<file path="src/rtl/tsp_2opt_sched_if.sv">
// Candidate, result and reversal handshakes between the 2-opt sequencer and
// the evaluator / path store. master = sequencer side.
interface tsp_2opt_sched_if #(
  parameter int unsigned IDX_W   = 6,
  parameter int unsigned DELTA_W = 32
);
  logic               cand_valid;
  logic               cand_ready;
  logic [IDX_W-1:0]   cand_i;
  logic [IDX_W-1:0]   cand_j;
  logic               res_valid;
  logic [DELTA_W-1:0] res_delta;
  logic               swap_valid;
  logic               swap_ready;
  logic [IDX_W-1:0]   swap_i;
  logic [IDX_W-1:0]   swap_j;

  modport master (
    output cand_valid, cand_i, cand_j, swap_valid, swap_i, swap_j,
    input  cand_ready, res_valid, res_delta, swap_ready
  );

  modport slave (
    input  cand_valid, cand_i, cand_j, swap_valid, swap_i, swap_j,
    output cand_ready, res_valid, res_delta, swap_ready
  );
endinterface

</file>
<file path="src/rtl/tsp_2opt_sched.sv">
// First-improvement 2-opt sweep sequencer over an N-city path (path[0] fixed).
// Define TSP_SCHED_STATS_EN to expose sweep_count/swap_count; otherwise both read 0.
module tsp_2opt_sched #(
  parameter int unsigned N          = 64,
  parameter int unsigned IDX_W      = 6,
  parameter int unsigned DELTA_W    = 32,
  parameter int unsigned MAX_SWEEPS = 16
) (
  input  logic                   clk,
  input  logic                   rst_n,
  input  logic                   start,
  output logic                   busy,
  output logic                   done,
  tsp_2opt_sched_if.master       bus,
  output logic [7:0]             sweep_count,
  output logic [15:0]            swap_count
);

  localparam int unsigned IW1 = IDX_W + 1;
  localparam logic [IDX_W:0] LastJ = IW1'(N - 1);
  localparam logic [IDX_W:0] LastI = IW1'(N - 2);
  localparam logic [7:0]     MaxSweeps = 8'(MAX_SWEEPS);

  typedef enum logic [2:0] {StIdle, StIssue, StWait, StSwap, StDone} state_e;

  state_e           state_q;
  logic             busy_q, done_q, cand_valid_q, swap_valid_q, improved_q;
  logic [IDX_W-1:0] i_q, j_q, swap_i_q, swap_j_q;
  logic [7:0]       sweep_q;

  logic [IDX_W:0] i_inc, j_inc, adv_i, adv_j;
  logic [7:0]     sweep_inc;
  logic           res_neg, sweep_end, cap_hit, adv_imp, run_end, do_adv;

  // Next pair in row-major order; one extra bit catches the wrap past N-1.
  always_comb begin
    i_inc = {1'b0, i_q} + 1'b1;
    j_inc = {1'b0, j_q} + 1'b1;
    if (j_inc > LastJ) begin
      adv_i = i_inc;
      adv_j = i_inc + 1'b1;
    end else begin
      adv_i = {1'b0, i_q};
      adv_j = j_inc;
    end
    sweep_end = adv_i > LastI;
    sweep_inc = (sweep_q == 8'hFF) ? sweep_q : sweep_q + 8'd1;
    cap_hit   = sweep_inc == MaxSweeps;
    res_neg   = $signed(bus.res_delta) < 0;
    // A swap handshake counts as an improvement in the same cycle it advances.
    adv_imp   = (state_q == StSwap) || improved_q;
    run_end   = !adv_imp || cap_hit;
    do_adv    = ((state_q == StWait) && bus.res_valid && !res_neg) ||
                ((state_q == StSwap) && bus.swap_ready);
  end

  always_ff @(posedge clk or negedge rst_n) begin
    if (!rst_n) begin
      state_q      <= StIdle;
      busy_q       <= 1'b0;
      done_q       <= 1'b0;
      cand_valid_q <= 1'b0;
      swap_valid_q <= 1'b0;
      improved_q   <= 1'b0;
      i_q          <= '0;
      j_q          <= '0;
      swap_i_q     <= '0;
      swap_j_q     <= '0;
      sweep_q      <= '0;
    end else begin
      case (state_q)
        StIdle: begin
          if (start) begin
            busy_q       <= 1'b1;
            cand_valid_q <= 1'b1;
            improved_q   <= 1'b0;
            sweep_q      <= '0;
            i_q          <= IDX_W'(1);
            j_q          <= IDX_W'(2);
            state_q      <= StIssue;
          end
        end
        StIssue: begin
          if (bus.cand_ready) begin
            cand_valid_q <= 1'b0;
            state_q      <= StWait;
          end
        end
        StWait: begin
          if (bus.res_valid && res_neg) begin
            swap_i_q     <= i_q;
            swap_j_q     <= j_q;
            swap_valid_q <= 1'b1;
            state_q      <= StSwap;
          end
        end
        StSwap: begin
          if (bus.swap_ready) begin
            swap_valid_q <= 1'b0;
            improved_q   <= 1'b1;
          end
        end
        StDone: begin
          done_q  <= 1'b0;
          state_q <= StIdle;
        end
        default: state_q <= StIdle;
      endcase

      // Shared advance path for non-improving results and completed swaps.
      if (do_adv) begin
        if (sweep_end) begin
          sweep_q <= sweep_inc;
          if (run_end) begin
            busy_q  <= 1'b0;
            done_q  <= 1'b1;
            state_q <= StDone;
          end else begin
            improved_q   <= 1'b0;
            i_q          <= IDX_W'(1);
            j_q          <= IDX_W'(2);
            cand_valid_q <= 1'b1;
            state_q      <= StIssue;
          end
        end else begin
          i_q          <= adv_i[IDX_W-1:0];
          j_q          <= adv_j[IDX_W-1:0];
          cand_valid_q <= 1'b1;
          state_q      <= StIssue;
        end
      end
    end
  end

`ifdef TSP_SCHED_STATS_EN
  logic [15:0] swap_cnt_q;

  always_ff @(posedge clk or negedge rst_n) begin
    if (!rst_n) begin
      swap_cnt_q <= '0;
    end else if ((state_q == StIdle) && start) begin
      swap_cnt_q <= '0;
    end else if ((state_q == StSwap) && bus.swap_ready && (swap_cnt_q != 16'hFFFF)) begin
      swap_cnt_q <= swap_cnt_q + 16'd1;
    end
  end

  assign sweep_count = sweep_q;
  assign swap_count  = swap_cnt_q;
`else
  assign sweep_count = '0;
  assign swap_count  = '0;
`endif

  assign busy           = busy_q;
  assign done           = done_q;
  assign bus.cand_valid = cand_valid_q;
  assign bus.cand_i     = i_q;
  assign bus.cand_j     = j_q;
  assign bus.swap_valid = swap_valid_q;
  assign bus.swap_i     = swap_i_q;
  assign bus.swap_j     = swap_j_q;

endmodule

</file>
<file path="src/flat_wrapper.sv">
// flat-port wrapper written by rule: the top's interface ports become plain ports
module tsp_2opt_sched_flat 
#(
  parameter int unsigned N          = 64,
  parameter int unsigned IDX_W      = 6,
  parameter int unsigned DELTA_W    = 32,
  parameter int unsigned MAX_SWEEPS = 16
)
  (clk, rst_n, start, busy, done, sweep_count, swap_count, bus_cand_valid, bus_cand_i, bus_cand_j, bus_swap_valid, bus_swap_i, bus_swap_j, bus_cand_ready, bus_res_valid, bus_res_delta, bus_swap_ready);
  tsp_2opt_sched_if #(.IDX_W(IDX_W), .DELTA_W(DELTA_W)) bus_i ();
  input  logic clk;
  input  logic rst_n;
  input  logic start;
  output logic busy;
  output logic done;
  output logic [7:0] sweep_count;
  output logic [15:0] swap_count;
  output wire logic [$bits(bus_i.cand_valid)-1:0] bus_cand_valid;
  output wire logic [$bits(bus_i.cand_i)-1:0] bus_cand_i;
  output wire logic [$bits(bus_i.cand_j)-1:0] bus_cand_j;
  output wire logic [$bits(bus_i.swap_valid)-1:0] bus_swap_valid;
  output wire logic [$bits(bus_i.swap_i)-1:0] bus_swap_i;
  output wire logic [$bits(bus_i.swap_j)-1:0] bus_swap_j;
  input wire logic [$bits(bus_i.cand_ready)-1:0] bus_cand_ready;
  input wire logic [$bits(bus_i.res_valid)-1:0] bus_res_valid;
  input wire logic [$bits(bus_i.res_delta)-1:0] bus_res_delta;
  input wire logic [$bits(bus_i.swap_ready)-1:0] bus_swap_ready;
  assign bus_cand_valid = bus_i.cand_valid;
  assign bus_cand_i = bus_i.cand_i;
  assign bus_cand_j = bus_i.cand_j;
  assign bus_swap_valid = bus_i.swap_valid;
  assign bus_swap_i = bus_i.swap_i;
  assign bus_swap_j = bus_i.swap_j;
  assign bus_i.cand_ready = bus_cand_ready;
  assign bus_i.res_valid = bus_res_valid;
  assign bus_i.res_delta = bus_res_delta;
  assign bus_i.swap_ready = bus_swap_ready;
  tsp_2opt_sched #(.N(N), .IDX_W(IDX_W), .DELTA_W(DELTA_W), .MAX_SWEEPS(MAX_SWEEPS)) u_core (.clk(clk), .rst_n(rst_n), .start(start), .busy(busy), .done(done), .bus(bus_i), .sweep_count(sweep_count), .swap_count(swap_count));
endmodule
</file>
<file path="config.mk">
export PLATFORM = sky130hd
export DESIGN_NAME = tsp_2opt_sched_flat
export DESIGN_NICKNAME = d
export VERILOG_FILES = /design/src/rtl/tsp_2opt_sched_if.sv /design/src/rtl/tsp_2opt_sched.sv /design/src/flat_wrapper.sv
export SDC_FILE = /design/constraint.sdc
export NUM_CORES = 1
export LEC_CHECK = 0
export BUFFER_PORTS_ARGS = -buffer_cell sky130_fd_sc_hd__buf_2
export CAP_MARGIN = 20
export CORE_ASPECT_RATIO = 1.4
export CORE_MARGIN = 2
export CORE_UTILIZATION = 43
export DETAILED_ROUTE_END_ITERATION = 8
export GPL_ROUTABILITY_DRIVEN = 0
export GPL_TIMING_DRIVEN = 0
export PLACE_DENSITY = 0.69
export SLEW_MARGIN = 20
export SYNTH_ARGS = -nofsm -noshare
export SYNTH_HDL_FRONTEND = slang
export SYNTH_SLANG_ARGS = --single-unit
</file>
<file path="constraint.sdc">
create_clock -name clk -period 5.9 [get_ports clk]
set_clock_uncertainty 0.1 [all_clocks]
set_input_delay 1.18 -clock clk [delete_from_list [all_inputs] [get_ports clk]]
set_output_delay 1.18 -clock clk [all_outputs]
set_load 0.005 [all_outputs]
</file>
* Word level (Yosys, flattened, before mapping)
Index checks and enable logic that the tools add are counted.
** Cells by class
- $add $sub $neg :: 4
- Order comparisons :: 3
- Eq/ne operators :: 12
- Multiplexer cells :: 48
- Reductions and logical operators :: 14
** Operators by type and width (number)
- 6-bit 2-to-1 mux :: 11
- 8-bit 2-to-1 mux :: 5
- 32-bit by 1-bit less-than comparator with 1-bit output (second input constant) :: 1
- 1-bit 2-to-1 mux :: 21
- 3-bit 2-to-1 mux :: 6
- 6-bit by 1-bit adder with 7-bit output (second input constant) :: 2
- 7-bit by 6-bit > comparator with 1-bit output (second input constant) :: 2
- 3-bit case mux with 4 select lines :: 1
- 3-bit by 2-bit != test with 1-bit output (second input constant) :: 3
- 8-bit by 1-bit adder with 8-bit output (second input constant) :: 1
- 8-bit by 5-bit equality test with 1-bit output (second input constant) :: 1
- 8-bit equality test (second input constant) :: 1
- 7-bit 2-to-1 mux :: 1
- 6-bit by 1-bit adder with 6-bit output (second input constant) :: 1
- 3-bit by 2-bit equality test with 1-bit output (second input constant) :: 2
- 1-bit case mux with 2 select lines :: 3
- 1-bit logical AND :: 4
- 2-bit != test (second input constant) :: 2
- 4-bit AND reduction :: 1
- 3-bit by 1-bit equality test with 1-bit output (second input constant) :: 1
- 3-bit equality test (second input constant) :: 1
- 3-bit logical NOT :: 1
- 1-bit logical OR :: 3
- 3-bit AND reduction :: 1
- 4 further kinds :: 5
** Word-level totals
- Register bits :: 40
- Output and inout bits :: 52

* Depth between registers and ports, before layout
- Word-level depth :: 7
- Mapped depth :: 10
- Mapped depth without buffers :: 8

* Worst setup path before layout
No wires, ideal clock.
- Kind :: input port to flip-flop
- Start point :: input start
- End point :: register u_core.i_q[3], in the netlist u_core.bus.cand_i[3]
- Arrival time :: 2.513 ns
- Required time :: 5.674 ns
- Setup slack :: 3.161 ns
- Cell stages on the path :: 6
- Buffers on the path :: 0
- Cell sequence :: or3b_4 nor2_8 nor2_2 a31o_4 and2_4 a221o_1
** On the way
- Longest elaborated chain between the ends :: 5
** Ends and longest elaborated chain
- start: declaration :: line flat_wrapper.sv:13 : input logic start;
- 6-bit 2-to-1 mux (*) :: line tsp_2opt_sched.sv:73 : if (start) begin
- 6-bit 2-to-1 mux (*) :: line tsp_2opt_sched.sv:71 : case (state_q)
- 6-bit 2-to-1 mux :: line tsp_2opt_sched.sv:114 : if (run_end) begin
- 6-bit 2-to-1 mux :: line tsp_2opt_sched.sv:112 : if (sweep_end) begin
- 6-bit 2-to-1 mux (*) :: line tsp_2opt_sched.sv:111 : if (do_adv) begin
- end signal: assignment :: line tsp_2opt_sched.sv:126 : i_q <= adv_i[IDX_W-1:0];
- end: declaration :: line tsp_2opt_sched.sv:28 : logic [IDX_W-1:0] i_q, j_q, swap_i_q, swap_j_q;
Mark *: on every way between the ends. The rest lies on a longest branch, timed or not.
A chain may end at the register's enable or synchronous reset.

* Worst setup path in the final report
- Start point :: input bus_swap_ready
- End point :: register u_core.j_q[5], in the netlist u_core.bus.cand_j[5]
** On the way
- Longest elaborated chain between the ends :: 3
** Ends and longest elaborated chain
- start: declaration :: line flat_wrapper.sv:27 : input wire logic [$bits(bus_i.swap_ready)-1:0] bus_swap_ready;
- 1-bit logical AND :: line tsp_2opt_sched.sv:54 : ((state_q == StSwap) && bus.swap_ready);
- 1-bit logical OR :: line tsp_2opt_sched.sv:53 : do_adv = ((state_q == StWait) && bus.res_valid && !res_neg) ||
- 6-bit 2-to-1 mux :: line tsp_2opt_sched.sv:111
- end signal: assignment :: line tsp_2opt_sched.sv:127 : j_q <= adv_j[IDX_W-1:0];
- end: declaration :: line tsp_2opt_sched.sv:28
No other way between the ends.

==> flow_metrics.py <==
metrics = {
    "die": {
        "die_w_um": 72.22,
        "core_area_sq_um": 6254,
        "die-height_um": 99.50,
        "rows": 34,
        "pin_count": 90,
        "start_util_pct": 44.80,
        "die-area_sq_um": 7185,
    },
    "routing": {
        "firstDrtPassIters": 4,
        "drc": 0,
        "wl_mm": 6.548,
        "drtAntennaViolNets": 0,
        "vias": 2396,
        "drt_iter0_drc": 100,
        "route.detailed.wl_per_inst_um": 15.23,
        "via_per_inst": 5.572,
    },
    "logic_synthesis": {
        "yosysSeqAreaShare_pct": 35.73,
        "netlist_instances": 293,
        "synth-seq-cells": 40,
        "synth_flop_cell": "dfrtp_1",
        "yosysTopAreaCellShare_pct": 35.73,
        "syn_area_sq_um": 2801,
        "synth_top_cell_by_area": "dfrtp_1",
        "avgSynthCellArea_sq_um": 9.561,
        "ys_warn_count": 0,
        "synth-edff-count": 0,
        "synth.area.top_cells": "dfrtp_1, buf_4, mux2_2",
        "async_flop_share_pct": 100.0,
        "synth_cell_type_count": 78,
    },
    "hold_path": {
        "hp-class": "flop to flop",
        "hold_path_end": "u_core.bus.swap_j[0]",
        "hold_depth": 2,
        "hold_start": "u_core.bus.swap_j[0]",
    },
    "power": {
        "power_frac_comb_pct": 40.1,
        "p_per_area_nw_per_um2": 283.7,
        "ir_drop_mv": 0.1231,
        "p_leak_nw": 1.608,
        "p_sw_w": 0.0003440,
        "p_sw_share_pct": 37.45,
        "p_int_w": 0.0005745,
        "pwr-share-seq_pct": 39.0,
        "p_clk_share_pct": 20.9,
    },
    "worst_setup_path": {
        "critPathBufInv": 1,
        "worst-r2r-cell-count": 8,
        "cp_slowest_cell": "o21ai_0",
        "r2r_slack_ns": 3.09,
        "crit_type": "input pin to flop",
        "crit_top_cell": "o21ai_0",
        "cpPeakStageDelay_ns": 0.72,
        "cp.arrival_ns": 2.96,
        "crit_chain": "buf_2 -> and2_2 -> o21ai_0 -> nor2_1 -> nand2_1 -> o21ai_0 -> a211o_1",
        "critPathRequiredTime_ns": 5.98,
        "cp_top_family": "compound AO/OA/AOI/OAI gates",
        "crit_fanout": 6,
        "r2r-start": "u_core.bus.cand_j[0]",
        "start_kind": "input pin",
        "cp-end-kind": "flop",
        "timing.rr.end": "u_core.bus.cand_i[3]",
    },
    "grt": {
        "antenna_found_initial": 0,
        "grt_max_degree": 41,
        "grt_first_pass_wirelength_mm": 10.58,
        "grt-ovfl-total": 0,
        "grt_pass1_vias": 2248,
        "grt_util_all_layers_pct": 18.60,
    },
    "sta": {
        "grt_setup_unrepaired": "no",
        "setup_viol": 0,
        "max_freq_mhz": 346.9,
        "whs_ns": 0.3799,
        "slew-limit-headroom_pct": 38.69,
        "min_period_ns": 2.883,
        "finalSetupTns_ns": 0,
        "worst_pin_slew_ns": 0.9100,
        "finalMaxSlewViolations": 0,
        "final-hold-violation-count": 0,
        "finalCritPeriodShare_pct": 48.87,
        "fin_ws_ns": 3.017,
    },
    "clocking": {
        "clock_latency_ns": 0.30,
        "root_buffer": "clkbuf_8",
        "cts_hold_buf": 0,
        "path_clk_slew_ns": 0.08,
        "cts_buffer_depth": 2,
        "tritoncts": "built",
        "post-cts-setup-buffers": 0,
        "numCtsBuffers": 5,
        "ctsResizeCount": 0,
        "cts_sinks": 40,
        "htree_levels": 2,
    },
    "place": {
        "port-buffer-count": 34,
        "place_ws_ns": 2.721,
        "dp_hpwl_mm": 4.884,
    },
    "cells_and_area": {
        "final_nets": 400,
        "fillers": 598,
        "antenna_cells": 0,
        "drive_gt1_share_pct": 31.01,
        "synthToLayoutAreaGrowth_pct": 15.59,
    },
    "outcome": {
        "status": "finished, final reports clean",
    },
    "job": {
        "cap_violations": 0,
    },
}
[cell usage in the layout, fill, tap and decap left out, drive strengths merged, types with 3 or more instances in the layout]
master  count
or3         4
xnor2       3
and3        9
nor2       21
and2        5
xor2        4
clkbuf     13
o211ai      5
inv         8
a21oi      18
nor3b       3
a21o        3
mux2i       4
nand3      13
conb       24
nand4       9
buf        64
a211o       4
dfrtp      40
a32oi       3
o21ai      17
a211oi      4
nor3        9
mux2        9
nand2      14
ha          5
[flip-flops by register name, summed over array words and instances, names as in the netlist]
name	flops
u_core.bus.cand_i	6
u_core.bus.cand_j	6
u_core.bus.cand_valid	1
u_core.bus.swap_i	6
u_core.bus.swap_j	6
u_core.bus.swap_valid	1
u_core.busy	1
u_core.done	1
u_core.improved_q	1
u_core.state_q	3
u_core.sweep_q	8
[layout make-up]
class | count | area (sq um) | share of cell area [%]
buffer | 35 | 261.5 | 8.076
clock buffer | 8 | 90.09 | 2.782
inverter | 8 | 30.03 | 0.9274
multi-input combinational | 233 | 1595 | 49.27
sequential | 40 | 1001 | 30.91
tap | 72 | 90.09 | 2.782
timing repair buffer | 34 | 170.2 | 5.255
[synthesized netlist by cell type (all sizes together) (2+ instances only)]
| cell type | count |
|---|---|
| a211oi | 4 |
| inv | 8 |
| nor3 | 9 |
| a41o | 2 |
| and2 | 5 |
| nor4 | 2 |
| a211o | 4 |
| ha | 5 |
| dfrtp | 40 |
| nand2 | 14 |
| nand3 | 13 |
| a31oi | 2 |
| o31ai | 2 |
| nor3b | 3 |
| buf | 30 |
| a41oi | 2 |
| o211a | 2 |
| xor2 | 4 |
| o21ai | 17 |
| a21o | 3 |
| xnor2 | 3 |
| nand2b | 2 |
| clkbuf | 5 |
| and2b | 2 |
| a21oi | 18 |
| nand4 | 9 |
| o21a | 2 |
| a32oi | 3 |
| nor2 | 21 |
| o211ai | 5 |
| a311oi | 2 |
| or3 | 4 |
| or4 | 2 |
| and3b | 2 |
| mux2 | 9 |
| and3 | 9 |
| mux2i | 4 |
| and4 | 2 |
[tightest hold or removal path, stage by stage (launching register included)]
cell,delay (ns)
dfrtp_1,0.34
nand2_1,0.05
o21ai_0,0.06
[layer usage]
layer,part of all wire [%],global-route usage [%],up-vias
li1,-,-,1172
met2,55,33.38,61
met3,3.7,3.343,15
met1,39,20.80,1148
met4,2.3,8.708,0
met5,0,0,-
[power groups by stage]
stage	clock (W)	sequential (W)	combinational [W]
CTS	0.000197	0.000358	0.000370
floorplan	0	0.000361	0.000263
global route	0.000206	0.000364	0.000410
detailed placement	0	0.000363	0.000370
finish	0.000192	0.000358	0.000368
global placement	0	0.000361	0.000360
[logic make-up (layout without fill, tap and decap cells)]
family,after synthesis,count (layout),share of synthesized area [%]
compound gates,79,79,20.77
xor+xnor,7,7,2.189
fa+ha+maj,5,5,2.233
buf+inv,43,85,10.41
flops,40,40,35.73
mux,13,13,5.047
other cells,1,24,0.1339
simple gates,105,105,23.49
[through the flow]
step | utilization (%) | cells | instance area [sq um] | total power [W]
floorplan | - | 316 | 2888 | 0.0006235
global placement | 50.34 | 422 | 3148 | 0.0007209
detailed placement | 50.34 | 422 | 3148 | 0.0007332
CTS | 51.78 | 430 | 3238 | 0.0009260
global route | 51.78 | 430 | 3238 | 0.0009806
finish | 51.78 | 430 | 3238 | 0.0009185
[worst max-delay path by stage]
stage / startpoint / to / slack (ns) / depth (start not counted)
after global placement: bus_swap_ready / u_core.bus.cand_j[4] / 2.73 / 7
after floorplan: start / u_core.bus.cand_i[3] / 3.16 / 6
final: bus_swap_ready / u_core.bus.cand_j[5] / 3.02 / 7
after detailed placement: bus_swap_ready / u_core.bus.cand_j[5] / 2.72 / 7
after CTS: bus_swap_ready / u_core.bus.cand_j[4] / 3.03 / 7
after global routing: u_core.bus.cand_j[0] / u_core.bus.cand_valid / 2.89 / 8
Note: power is estimated with default switching activity, not from simulation.
